==> config.mk <==
export PLATFORM = sky130hd
export DESIGN_NAME = led_pwm_bank
export DESIGN_NICKNAME = d
export VERILOG_FILES = /design/src/rtl/led_bank_defs.sv /design/src/rtl/pwm_channel.sv /design/src/rtl/led_pwm_bank.sv
export SDC_FILE = /design/constraint.sdc
export NUM_CORES = 1
export LEC_CHECK = 0
export BUFFER_PORTS_ARGS = -buffer_cell sky130_fd_sc_hd__buf_2
export CAP_MARGIN = 5
export CELL_PAD_IN_SITES_DETAIL_PLACEMENT = 1
export CELL_PAD_IN_SITES_GLOBAL_PLACEMENT = 1
export CORE_ASPECT_RATIO = 2
export CORE_MARGIN = 3
export CORE_UTILIZATION = 45
export CTS_CLUSTER_DIAMETER = 60
export CTS_CLUSTER_SIZE = 12
export DETAILED_ROUTE_END_ITERATION = 8
export PLACE_DENSITY_LB_ADDON = 0.12
export SLEW_MARGIN = 20
export SYNTH_ARGS = -nofsm -noshare
export SYNTH_HDL_FRONTEND = slang
export SYNTH_SLANG_ARGS = --single-unit
==> constraint.sdc <==
create_clock -name clk -period 2.37 [get_ports clk]
set_input_delay 0.1185 -clock clk [delete_from_list [all_inputs] [get_ports clk]]
set_output_delay 0.1185 -clock clk [all_outputs]
set_load 0.03 [all_outputs]
==> src/rtl/led_bank_defs.sv <==
// rtl/led_bank_defs.sv - shared register offsets and duty constants for the LED PWM bank
package led_bank_defs;
  localparam int ENABLE_OFS = 0;
  localparam int BLINK_OFS  = 1;
  localparam int DUTY_OFS   = 2;
  // Widest supported duty; narrower banks take the low PWM_BITS bits.
  localparam logic [7:0] DUTY_ALL_ONES = 8'hFF;
endpackage

==> src/rtl/pwm_channel.sv <==
// rtl/pwm_channel.sv - one LED channel: period-aligned shadow duty, compare and gating
module pwm_channel
  import led_bank_defs::*;
#(
  parameter int PWM_BITS = 8
) (
  input  logic                clk,
  input  logic                reset,
  input  logic [PWM_BITS-1:0] duty_i,
  input  logic [PWM_BITS-1:0] pwm_cnt_i,
  input  logic                load_i,
  input  logic                enable_i,
  input  logic                blink_i,
  input  logic                blink_phase_i,
  output logic                led_o
);
  localparam logic [PWM_BITS-1:0] DUTY_MAX = DUTY_ALL_ONES[PWM_BITS-1:0];

  logic [PWM_BITS-1:0] shadow_q;
  logic                led_q;
  logic                pwm_on;
  logic                led_d;

  // All-ones is forced on so a full-scale duty never shows a one-cycle gap.
  assign pwm_on = (shadow_q > pwm_cnt_i) || (shadow_q == DUTY_MAX);
  assign led_d  = enable_i & pwm_on & (~blink_i | blink_phase_i);

  always_ff @(posedge clk) begin
    if (reset) begin
      shadow_q <= DUTY_MAX;
      led_q    <= 1'b0;
    end else begin
      if (load_i) begin
        shadow_q <= duty_i;
      end
      led_q <= led_d;
    end
  end

  assign led_o = led_q;
endmodule

==> src/rtl/led_pwm_bank.sv <==
// rtl/led_pwm_bank.sv - memory-mapped bank of PWM/blink LED channels
module led_pwm_bank
  import led_bank_defs::*;
#(
  parameter int          NUM_CH     = 16,
  parameter int          PWM_BITS   = 8,
  parameter logic [14:0] BASE_ADDR  = 15'h4000,
  parameter int          BLINK_BITS = 24
) (
  input  logic              clk,
  input  logic              reset,
  input  logic [14:0]       addressM,
  input  logic [15:0]       outM,
  input  logic              writeM,
  output logic [15:0]       memOut,
  output logic [NUM_CH-1:0] led
);
  localparam logic [PWM_BITS-1:0] DUTY_MAX = DUTY_ALL_ONES[PWM_BITS-1:0];

  logic [NUM_CH-1:0]     enable_q;
  logic [NUM_CH-1:0]     blink_q;
  logic [PWM_BITS-1:0]   duty_q [NUM_CH];
  logic [15:0]           mem_q;
  logic [15:0]           mem_d;
  logic [PWM_BITS-1:0]   pwm_cnt_q;
  logic [BLINK_BITS-1:0] presc_q;
  logic                  blink_phase_q;
  logic [14:0]           ofs;
  logic                  in_win;
  logic                  period_end;
  logic                  unused_outm;

  assign ofs         = addressM - BASE_ADDR;
  assign in_win      = (addressM >= BASE_ADDR) && (ofs < 15'(DUTY_OFS + NUM_CH));
  assign period_end  = (pwm_cnt_q == DUTY_MAX);
  assign unused_outm = ^outM;

  always_ff @(posedge clk) begin
    if (reset) begin
      enable_q <= '0;
      blink_q  <= '0;
      for (int i = 0; i < NUM_CH; i++) begin
        duty_q[i] <= DUTY_MAX;
      end
    end else if (writeM && in_win) begin
      if (ofs == 15'(ENABLE_OFS)) enable_q <= outM[NUM_CH-1:0];
      if (ofs == 15'(BLINK_OFS))  blink_q  <= outM[NUM_CH-1:0];
      for (int i = 0; i < NUM_CH; i++) begin
        if (ofs == 15'(DUTY_OFS + i)) duty_q[i] <= outM[PWM_BITS-1:0];
      end
    end
  end

  // Reads see the registers before any same-cycle write lands.
  always_comb begin
    mem_d = '0;
    if (in_win) begin
      if (ofs == 15'(ENABLE_OFS)) mem_d[NUM_CH-1:0] = enable_q;
      if (ofs == 15'(BLINK_OFS))  mem_d[NUM_CH-1:0] = blink_q;
      for (int i = 0; i < NUM_CH; i++) begin
        if (ofs == 15'(DUTY_OFS + i)) mem_d[PWM_BITS-1:0] = duty_q[i];
      end
    end
  end

  always_ff @(posedge clk) begin
    if (reset) begin
      mem_q         <= '0;
      pwm_cnt_q     <= '0;
      presc_q       <= '0;
      blink_phase_q <= 1'b1;
    end else begin
      mem_q     <= mem_d;
      pwm_cnt_q <= pwm_cnt_q + 1'b1;
      presc_q   <= presc_q + 1'b1;
      if (presc_q == '1) blink_phase_q <= ~blink_phase_q;
    end
  end

  assign memOut = mem_q;

  for (genvar g = 0; g < NUM_CH; g++) begin : g_ch
    pwm_channel #(.PWM_BITS(PWM_BITS)) u_ch (
      .clk          (clk),
      .reset        (reset),
      .duty_i       (duty_q[g]),
      .pwm_cnt_i    (pwm_cnt_q),
      .load_i       (period_end),
      .enable_i     (enable_q[g]),
      .blink_i      (blink_q[g]),
      .blink_phase_i(blink_phase_q),
      .led_o        (led[g])
    );
  end
endmodule

==> reports/results.ini, run 1 <==
[status]
status=finished, final reports clean

[routing]
drt-wirelength-per-cell_um=24.94
via_count=14340
drc=0
antenna_left=0
drt_pass1_iterations=6
drt-initial-drc-count=795
finalWirelength_mm=60.33
via_per_inst=5.927

[power_and_ir_drop]
power_density_nw_per_um2=618.3
ir_drop_v=0.0006536
cellLeakagePower_nw=7.728
p_total_mw=12.65

[worst_hold_path]
holdPathStages=5
hp-class=input pin to flop
hold_end=blink_q[5]$_SDFFE_PP0P_
worstHoldStart=writeM

[place]
detailed_place_hpwl_mm=46.00
place_congestion=0.9450
postPlaceCellArea_um2=19270
place_inst=2342
io_buffers=65

[layout]
fillers=4406
drive_gt1_share_pct=14.11
multi_input_area_um2=8740
syn_to_final_growth_pct=15.21
antenna_cells=0
seq_area_um2=8349
stdcell_area_um2=20460
stdcell_count=2419
fin_nets=2040

[yosys]
syn-num-nets=1924
ys.flop_type=dfxtp_1
synth-async-reset-ratio_pct=0
ys_seq_elements=353
ys_types=68
synth_cells=1760
yosysWarnings=0
syn_area_per_cell_um2=10.09
yosysSeqAreaShare_pct=47.01
synth_edf_count=128
synth_area_um2=17760

[global_route]
grt_max_degree=69
antenna_found_initial=0
grt_pass1_vias=15330
grt.overflow.total=0
grtUsageTotal_pct=28.57
grt_first_pass_wirelength_mm=91.54

[worst_setup_path]
crit_top_cell=o21a_1
crit_chain=inv_1 > buf_4 > ha_1 > nor2b_1 > o21a_1 > o21a_1 > o21a_1 > o211ai_1 > a21oi_1
r2r_start=pwm_cnt_q[1]$_SDFF_PP0_
path_delay_family=compound AO/OA/AOI/OAI gates
worstPathMaxFanout=10
worst_ep_required_time_ps=2750
cp_slowest_stage_delay_ps=350
worstPathArrival_ps=2470
path_buf_inv=2
worstRegToRegCells=9
r2r_setup_slack_ps=280
crit_slowest_cell=dfxtp_1
r2r_end=g_ch[8].u_ch.led_o$_SDFF_PP0_
path_class=flop to flop
critPathLaunchType=flop
end_kind=flop

[die]
initial_core_util_pct=45.77
die-width_um=146.5
dieArea_um2=42030
core-area_um2=38800
ioPinCount=66
rows=102
die_y_um=286.9

[clocking]
post_cts_buffers=0
cts_max_level=2
root_buffer=clkbuf_16
numCtsBuffers=35
cts_max_path_buffers=3
cts.sinks=353
clock_latency_ps=530
cts.repair.resized=0
clk_pin_slew_worst_paths_ps=60
cts_tree=built

[timing]
relSlewSlack_pct=54.34
worstMarginPinSlew_ps=682.5
min_period_over_period_pct=88.12
fin_crit_ps=2088
hold_violations=0
drv_slew=0
setup_viol=0
rsz0062_at_grt=false
skew_ps=16.14
clock.fmax_mhz=478.8
fin_tns_setup_ps=0

[flow_run]
maxCapViolCount=0

==> layout make-up <==
type                       instances  share of cell area, %
tap                              520                  3.180
sequential                       353                  40.81
timing repair buffer             196                  7.553
inverter                          42                 0.7705
clock inverter                     1                0.04281
multi-input combinational       1248                  42.72
clock buffer                      59                  4.929
==> how the worst max path moves through the flow <==
stage	from	endpoint	slack, ps	cells after the start
2_1_floorplan	addressM[9]	duty_q[0][0]$_SDFFCE_PN1P_	30	8
3_3_place_gp	addressM[9]	memOut[5]$_SDFF_PP0_	-80	9
3_5_place_dp	addressM[9]	memOut[5]$_SDFF_PP0_	-90	9
4_1_cts	pwm_cnt_q[1]$_SDFF_PP0_	g_ch[10].u_ch.led_o$_SDFF_PP0_	240	9
5_1_grt	pwm_cnt_q[1]$_SDFF_PP0_	g_ch[8].u_ch.led_o$_SDFF_PP0_	150	9
6_report	pwm_cnt_q[1]$_SDFF_PP0_	g_ch[8].u_ch.led_o$_SDFF_PP0_	280	9
==> flip-flops by register name (all words and copies together) (netlist names) <==
register and flops:
duty_q 128, blink_phase_q 1, g_ch.u_ch.shadow_q 128, pwm_cnt_q 8, blink_q 16, memOut 16
presc_q 24, enable_q 16, g_ch.u_ch.led_o 16
==> synthesized netlist by cell type (all sizes together) (3+ instances only) <==
master	instances	area share (%)
a31oi	5	0.18
buf	45	1.4
o22a	5	0.25
a21oi	91	2.6
edfxtp	128	22
and2	6	0.21
a222oi	5	0.28
nand2	178	3.8
xnor2	10	0.49
a2bb2oi	3	0.15
o21ai	43	1.2
mux2	11	0.70
and3	14	0.49
or2	12	0.42
inv	42	0.89
o21a	44	1.9
a21o	28	1.2
a31o	5	0.25
o22ai	13	0.46
a221oi	3	0.15
clkbuf	72	1.5
mux4	4	0.51
nand2b	24	0.85
nor4	11	0.73
nand3b	18	0.76
mux2i	27	1.5
or3	7	0.25
nand3	44	1.2
dfxtp	225	25
a211o	133	6.6
ha	130	9.2
nor3	17	0.48
nor2	103	2.5
and4	14	0.69
xor2	15	0.74
nand4	45	1.6
nor2b	137	4.8
o211ai	13	0.55
==> per-layer routing <==
layer	track usage [%]	up-vias	wire length, µm
li1	-	6637	-
met1	28.62	7169	20850
met2	57.20	387	33880
met3	2.572	145	1949
met4	14.79	0	3648
met5	0	-	0
==> power by group <==
part           switching (mW)  total [mW]  internal, mW
Clock                    2.37        5.27          2.90
Combinational           0.513       0.790         0.277
Sequential              0.163        6.59          6.43
Total                    3.05        12.7          9.60
==> placed cells by master, fill, tap and decap left out, types with 14 or more instances in the layout <==
master,Yosys,final
dfxtp_1,225,224
nand2_1,176,176
nor2b_1,137,137
a211o_1,133,133
ha_1,130,130
edfxtp_1,128,128
buf_4,19,99
nor2_1,91,91
a21oi_1,91,91
buf_2,11,64
nand4_1,45,45
nand3_1,44,44
o21a_1,44,44
inv_1,42,42
o21ai_0,42,42
clkbuf_16,0,37
a21o_1,28,28
mux2i_1,27,27
nand2b_1,24,24
clkbuf_1,72,22
nand3b_1,18,18
dlygate4sd3_1,0,17
nor3_1,17,16
xor2_1,15,15
buf_12,0,15
and4_1,14,14
and3_1,14,14
==> kinds of logic after synthesis <==
| kind of cell | Yosys count | share of synthesized area [%] |
|---|---|---|
| compound gates | 412 | 16.68 |
| xor+xnor | 25 | 1.233 |
| fa+ha+maj | 130 | 9.159 |
| buf+inv | 159 | 3.840 |
| flops | 353 | 47.01 |
| mux | 42 | 2.727 |
| simple gates | 639 | 19.35 |
==> timing repair <==
action / 4_1_cts / 5_1_grt
setup endpoints to repair: 0 / 0
hold buffers: 17 / 0
hold endpoints to repair: 32 / 0
==> tightest hold or removal path, stage by stage <==
cell     delay [ps]
buf_2           130
nand3_1         200
nor2_4           90
nand2_1          70
a21oi_1          60
==> metrics by stage <==
stage / util (%) / hold slack, ps / worst slack, ps
after detailed placement: 49.67 / 385.2 / -89.76
after global placement: 49.67 / 379.7 / -83.66
final: 52.73 / 185.2 / 281.6
after global routing: 52.73 / 197.4 / 148.1
after CTS: 52.73 / 163.1 / 235.6
after floorplan: - / 259.0 / 31.58
(Power assumes the default switching activity.)
==> inputs of run 2 (changes only) <==
Settings changed: REMOVE_ABC_BUFFERS from default to 1.
==> run 2 against run 1 <==
Effect of this change: combinational power decreased by 0.8%; count of clock-buffer cells in the layout decreased by 1; fmax increased by 3.1%; largest cell class unchanged; first-iteration DRC count increased by 1.3%; global-route usage decreased by 0.19 points; register-to-register slack improved by 60 ps; sequential power about the same; wire length decreased by 0.84%.
==> reports/results.ini, run 2 (synthesis gave the netlist of run 1 again) <==
[routing]
finalWirelength_mm=59.82  ; was 60.33 mm
via_per_inst=5.902  ; was 5.927
drt-initial-drc-count=805  ; was 795
wl_met3_mm=2.186  ; was 1.949 mm
wl_met2_mm=32.28  ; was 33.88 mm
antenna_left=0  ; unchanged
top_layer_used=met5  ; was met4
drt-wirelength-per-cell_um=24.80  ; was 24.94 µm
drt_pass1_iterations=5  ; was 6
drc=0  ; unchanged
met1_length_mm=21.19  ; was 20.85 mm
via_count=14240  ; was 14340

[clocking]
cts.sinks=353  ; unchanged
cts.repair.resized=0  ; unchanged
cts_max_path_buffers=3  ; unchanged
cts_max_level=2  ; unchanged
hold_buffers=17  ; unchanged
cts_tree=built  ; unchanged
clk_pin_slew_worst_paths_ps=70  ; was 60 ps
root_buffer=clkbuf_16  ; unchanged
clock_latency_ps=530  ; about the same
post_cts_buffers=0  ; unchanged
numCtsBuffers=35  ; unchanged

[worst_setup_path]
path_class=flop to flop  ; unchanged
end_kind=flop  ; unchanged
worstPathArrival_ps=2430  ; was 2470 ps
worstRegToRegCells=7  ; was 9
critPathLaunchType=flop  ; unchanged
r2r_start=pwm_cnt_q[1]$_SDFF_PP0_  ; unchanged
worst_ep_required_time_ps=2770  ; was 2750 ps
r2r_setup_slack_ps=350  ; was 280 ps
r2r_end=g_ch[4].u_ch.shadow_q[3]$_SDFFE_PP1N_  ; was g_ch[8].u_ch.led_o$_SDFF_PP0_
worstPathMaxFanout=38  ; was 10

[die]
dieArea_um2=42030  ; unchanged
core-area_um2=38800  ; unchanged
die_y_um=286.9  ; unchanged
initial_core_util_pct=45.77  ; unchanged
rows=102  ; unchanged
ioPinCount=66  ; unchanged
die-width_um=146.5  ; unchanged

[layout]
seq_area_um2=8348  ; was 8349 µm²
top_regs=duty_q (128), g_ch.u_ch.shadow_q (128), presc_q (24)  ; unchanged
fin_nets=2033  ; was 2040
syn_to_final_growth_pct=14.62  ; was 15.21%
fillers=4376  ; was 4406
stdcell_count=2412  ; was 2419
layout_common_cells=dfxtp_1, nand2_1, nor2b_1, a211o_1, ha_1  ; unchanged
final_common_cell=dfxtp_1  ; unchanged
drive_gt1_share_pct=13.75  ; was 14.11%
multi_input_area_um2=8740  ; unchanged
stdcell_area_um2=20350  ; was 20460 µm²

[place]
place_congestion=0.9523  ; was 0.9450
place_ws_ps=-87.76  ; was -89.76 ps
detailed_place_hpwl_mm=45.63  ; was 46.00 mm
io_buffers=65  ; unchanged
place_inst=2335  ; was 2342
postPlaceCellArea_um2=19170  ; was 19270 µm²

[worst_hold_path]
hold_end=memOut[6]$_SDFF_PP0_  ; was blink_q[5]$_SDFFE_PP0P_
holdPathStages=5  ; unchanged
hp-class=input pin to flop  ; unchanged
worstHoldStart=addressM[11]  ; was writeM

[status]
status=finished, final reports clean  ; unchanged

[timing]
clock.fmax_mhz=493.9  ; was 478.8 MHz
setup_viol=0  ; unchanged
worstMarginPinSlew_ps=660.9  ; was 682.5 ps
min_period_over_period_pct=85.43  ; was 88.12%
hold_ws_ps=180.7  ; was 185.2 ps
finalWorstSetupSlack_ps=345.3  ; was 281.6 ps
skew_ps=18.21  ; was 16.14 ps
hold_violations=0  ; unchanged
rsz0062_at_grt=false  ; unchanged
relSlewSlack_pct=55.85  ; was 54.34%
fin_tns_setup_ps=0  ; unchanged
fin_crit_ps=2025  ; was 2088 ps
drv_slew=0  ; unchanged

[flow_run]
maxCapViolCount=0  ; unchanged

[global_route]
grt_first_pass_wirelength_mm=90.69  ; was 91.54 mm
grt_max_degree=71  ; was 69
grtUsageTotal_pct=28.38  ; was 28.57%
antenna_found_initial=1  ; was 0
grt.overflow.total=0  ; unchanged
grt_pass1_vias=15430  ; was 15330

[power_and_ir_drop]
ir_drop_v=0.0005679  ; was 0.0006536 V
cellLeakagePower_nw=7.666  ; was 7.728 nW
power_density_nw_per_um2=619.0  ; was 618.3 nW/µm²

run 2: how the worst max path moves through the flow:
| stage | startpoint | to | slack, ps | cells past startpoint |
|---|---|---|---|---|
| 2_1_floorplan | pwm_cnt_q[0]$_SDFF_PP0_ | g_ch[0].u_ch.shadow_q[0]$_SDFFE_PP1N_ | -12480 | 4 |
| 3_3_place_gp | addressM[9] | duty_q[0][39]$_SDFFCE_PN1P_ | -9 | 8 |
| 3_5_place_dp | addressM[9] | duty_q[0][32]$_SDFFCE_PN1P_ | -90 | 8 |
| 4_1_cts | pwm_cnt_q[3]$_SDFF_PP0_ | g_ch[7].u_ch.led_o$_SDFF_PP0_ | 310 | 7 |
| 5_1_grt | pwm_cnt_q[3]$_SDFF_PP0_ | g_ch[9].u_ch.led_o$_SDFF_PP0_ | 180 | 7 |
| 6_report | pwm_cnt_q[1]$_SDFF_PP0_ | g_ch[4].u_ch.shadow_q[3]$_SDFFE_PP1N_ | 350 | 7 |
run 2: critical path: stages, from the launching register on:
cell     delay (ps)
dfxtp_1         350
ha_1            210
nand2_1         110
nor3_2          250
buf_12          230
buf_4           370
nor2b_1          90
a211o_1         290
run 2: final cells by class:
cell class              count  area share [%]
multi-input cells        1248           42.94
flip-flops and latches    353           41.01
repair buffers            189           7.088
clock buffers              58           4.936
well taps                 520           3.196
inverters                  42          0.7745
clock inverters             1         0.04303
diodes                      1         0.01229
run 2: power by group:
part           internal [mW]  switching [mW]
logic                  0.272           0.512
registers               6.43           0.160
clock network           2.89            2.34
total                   9.59            3.01
run 2: metrics by stage:
step                      util, %  total power, mW
after detailed placement    49.41            7.481
after floorplan                 -            6.944
after global placement      49.41            7.452
final                       52.46            12.60
after global routing        52.46            12.99
after CTS                   52.46            12.72
run 2: layer usage:
metal	vias up	global-route usage (%)
met5	-	0
met3	171	3.234
met1	7087	29.22
li1	6615	-
met4	2	16.96
met2	360	54.29
==> inputs of run 3 (changes only) <==
Settings changed: CORE_ASPECT_RATIO 2 to default.
==> run 3 against run 2 <==
Effect of this change: critical path depth is the same; clock skew increased by 15 ps; critical endpoint is now g_ch[6].u_ch.shadow_q[4]$_SDFFE_PP1N_; largest cell class unchanged; flip-flop and latch count did not move; design area is 1.1% higher; largest power group unchanged.
==> reports/results.ini, run 3 (synthesis gave the netlist of run 1 again) <==
[status]
status=finished, final reports clean  ; unchanged

[die]
dieArea_um2=41880  ; was 42030 µm²
die-width_um=204.7  ; was 146.5 µm
core-area_um2=38830  ; was 38800 µm²
ioPinCount=66  ; unchanged
rows=72  ; was 102
die_y_um=204.7  ; was 286.9 µm
initial_core_util_pct=45.74  ; was 45.77%

[global_route]
grt.overflow.total=0  ; unchanged
grt_first_pass_wirelength_mm=87.08  ; was 90.69 mm
antenna_found_initial=1  ; unchanged
grt_max_degree=70  ; was 71
grt_pass1_vias=14720  ; was 15430
grtUsageTotal_pct=27.22  ; was 28.38%

[routing]
via_count=14300  ; was 14240
via_per_inst=5.867  ; was 5.902
drt_pass1_iterations=5  ; unchanged
drt-wirelength-per-cell_um=23.62  ; was 24.80 µm
finalWirelength_mm=57.55  ; was 59.82 mm
drc=0  ; unchanged
antenna_left=0  ; unchanged
drt-initial-drc-count=923  ; was 805

[timing]
finalWorstSetupSlack_ps=336.5  ; was 345.3 ps
skew_ps=33.52  ; was 18.21 ps
min_period_over_period_pct=85.80  ; was 85.43%
clock.fmax_mhz=491.8  ; was 493.9 MHz
fin_tns_setup_ps=0  ; unchanged
drv_slew=0  ; unchanged
rsz0062_at_grt=false  ; unchanged
setup_viol=0  ; unchanged
worstMarginPinSlew_ps=716.0  ; was 660.9 ps
fin_crit_ps=2033  ; was 2025 ps
relSlewSlack_pct=52.09  ; was 55.85%
hold_violations=0  ; unchanged
hold_ws_ps=209.0  ; was 180.7 ps

[clocking]
cts.sinks=353  ; unchanged
cts_max_path_buffers=3  ; unchanged
clock_latency_ps=550  ; was 530 ps
numCtsBuffers=38  ; was 35
cts.repair.resized=0  ; unchanged
cts_tree=built  ; unchanged
root_buffer=clkbuf_16  ; unchanged
clk_pin_slew_worst_paths_ps=60  ; was 70 ps
cts_max_level=2  ; unchanged

[power_and_ir_drop]
p_total_mw=12.91  ; was 12.60 mW
switching_share_pct=24.32  ; was 23.88%
cellLeakagePower_nw=7.814  ; was 7.666 nW
pwr-share-seq_pct=51.0  ; was 52.3%
combPwrFrac_pct=6.2  ; about the same
clkPwrFrac_pct=42.7  ; was 41.5%
power.switching_mw=3.139  ; was 3.009 mW
power_density_nw_per_um2=626.9  ; was 619.0 nW/µm²
ir_drop_v=0.0005972  ; was 0.0005679 V
intPower_mw=9.767  ; was 9.591 mW

[worst_setup_path]
worst_ep_required_time_ps=2780  ; was 2770 ps
path_delay_family=buffers and inverters  ; unchanged
worstPathMaxFanout=30  ; was 38
critPathLaunchType=flop  ; unchanged
crit_top_cell=buf_4
cp_slowest_stage_delay_ps=360  ; was 370 ps
path_class=flop to flop  ; unchanged
r2r_setup_slack_ps=340  ; was 350 ps
crit_chain=ha_1 > nand2_1 > nor3_2 > buf_4 > buf_4 > nor2b_1 > a211o_1  ; was ha_1 > nand2_1 > nor3_2 > buf_12 > buf_4 > nor2b_1 > a211o_1
path_buf_inv=2  ; unchanged
crit_slowest_cell=dfxtp_1  ; was buf_4
worstPathArrival_ps=2440  ; was 2430 ps
end_kind=flop  ; unchanged

[layout]
layout_common_cells=dfxtp_1, nand2_1, nor2b_1, a211o_1, ha_1  ; unchanged
final_common_cell=dfxtp_1  ; unchanged
stdcell_area_um2=20590  ; was 20350 µm²
fillers=4273  ; was 4376
syn_to_final_growth_pct=15.93  ; was 14.62%
fin_nets=2056  ; was 2033
top_regs=duty_q (128), g_ch.u_ch.shadow_q (128), presc_q (24)  ; unchanged
fin_util_pct=53.02  ; was 52.46%
drive_gt1_share_pct=15.16  ; was 13.75%
stdcell_count=2437  ; was 2412
antenna_cells=0  ; was 1

[place]
place_inst=2353  ; was 2335
detailed_place_hpwl_mm=43.25  ; was 45.63 mm
postPlaceCellArea_um2=19300  ; was 19170 µm²
io_buffers=65  ; unchanged
place_congestion=0.9392  ; was 0.9523
place_ws_ps=-47.31  ; was -87.76 ps

[flow_run]
maxCapViolCount=0  ; unchanged

[worst_hold_path]
hp-class=input pin to flop  ; unchanged

[run 3: layer usage]
layer	wire (µm)	global-route usage [%]	part of all wire [%]
met2	27190	45.48	47
met4	1726	8.356	3.0
met3	3192	4.847	5.5
met1	25450	36.06	44
met5	0	0	0
[run 3: worst min-delay path, cell delays in order]
cell	delay, ps
buf_2	250
or4_1	210
a41oi_1	110
[run 3: area by class of cell]
| type | instances | area (µm²) | share of cell area, % |
|---|---|---|---|
| Clock buffer | 56 | 1028 | 4.996 |
| Clock inverter | 11 | 85.08 | 0.4133 |
| Inverter | 42 | 157.7 | 0.7658 |
| Multi-Input combinational cell | 1248 | 8740 | 42.45 |
| Sequential cell | 353 | 8348 | 40.55 |
| Tap cell | 518 | 648.1 | 3.148 |
| Timing Repair Buffer | 209 | 1580 | 7.676 |
[run 3: path summary, 6_finish.rpt]
check | cells after the start | end | startpoint
worst max-delay path | 7 | g_ch[6].u_ch.shadow_q[4]$_SDFFE_PP1N_ | pwm_cnt_q[1]$_SDFF_PP0_
worst min-delay path | 3 | memOut[0]$_SDFF_PP0_ | addressM[3]
worst max register to register | 7 | g_ch[6].u_ch.shadow_q[4]$_SDFFE_PP1N_ | pwm_cnt_q[1]$_SDFF_PP0_
worst min register to register | 2 | blink_q[14]$_SDFFE_PP0P_ | blink_q[14]$_SDFFE_PP0P_
[run 3: power groups by stage]
stage          Combinational [mW]  Sequential, mW  Clock, mW
2_1_floorplan               0.326            6.62          0
3_3_place_gp                0.750            6.71          0
3_5_place_dp                0.778            6.71          0
4_1_cts                     0.806            6.58       5.62
5_1_grt                     0.872            6.59       5.85
6_report                    0.806            6.59       5.51
[run 3: what timing repair did]
item / 4_1_cts / 5_1_grt
setup endpoints to repair: 0 / 0
hold buffers: 17 / 0
setup buffers: 0 / 0
hold endpoints to repair: 41 / 0
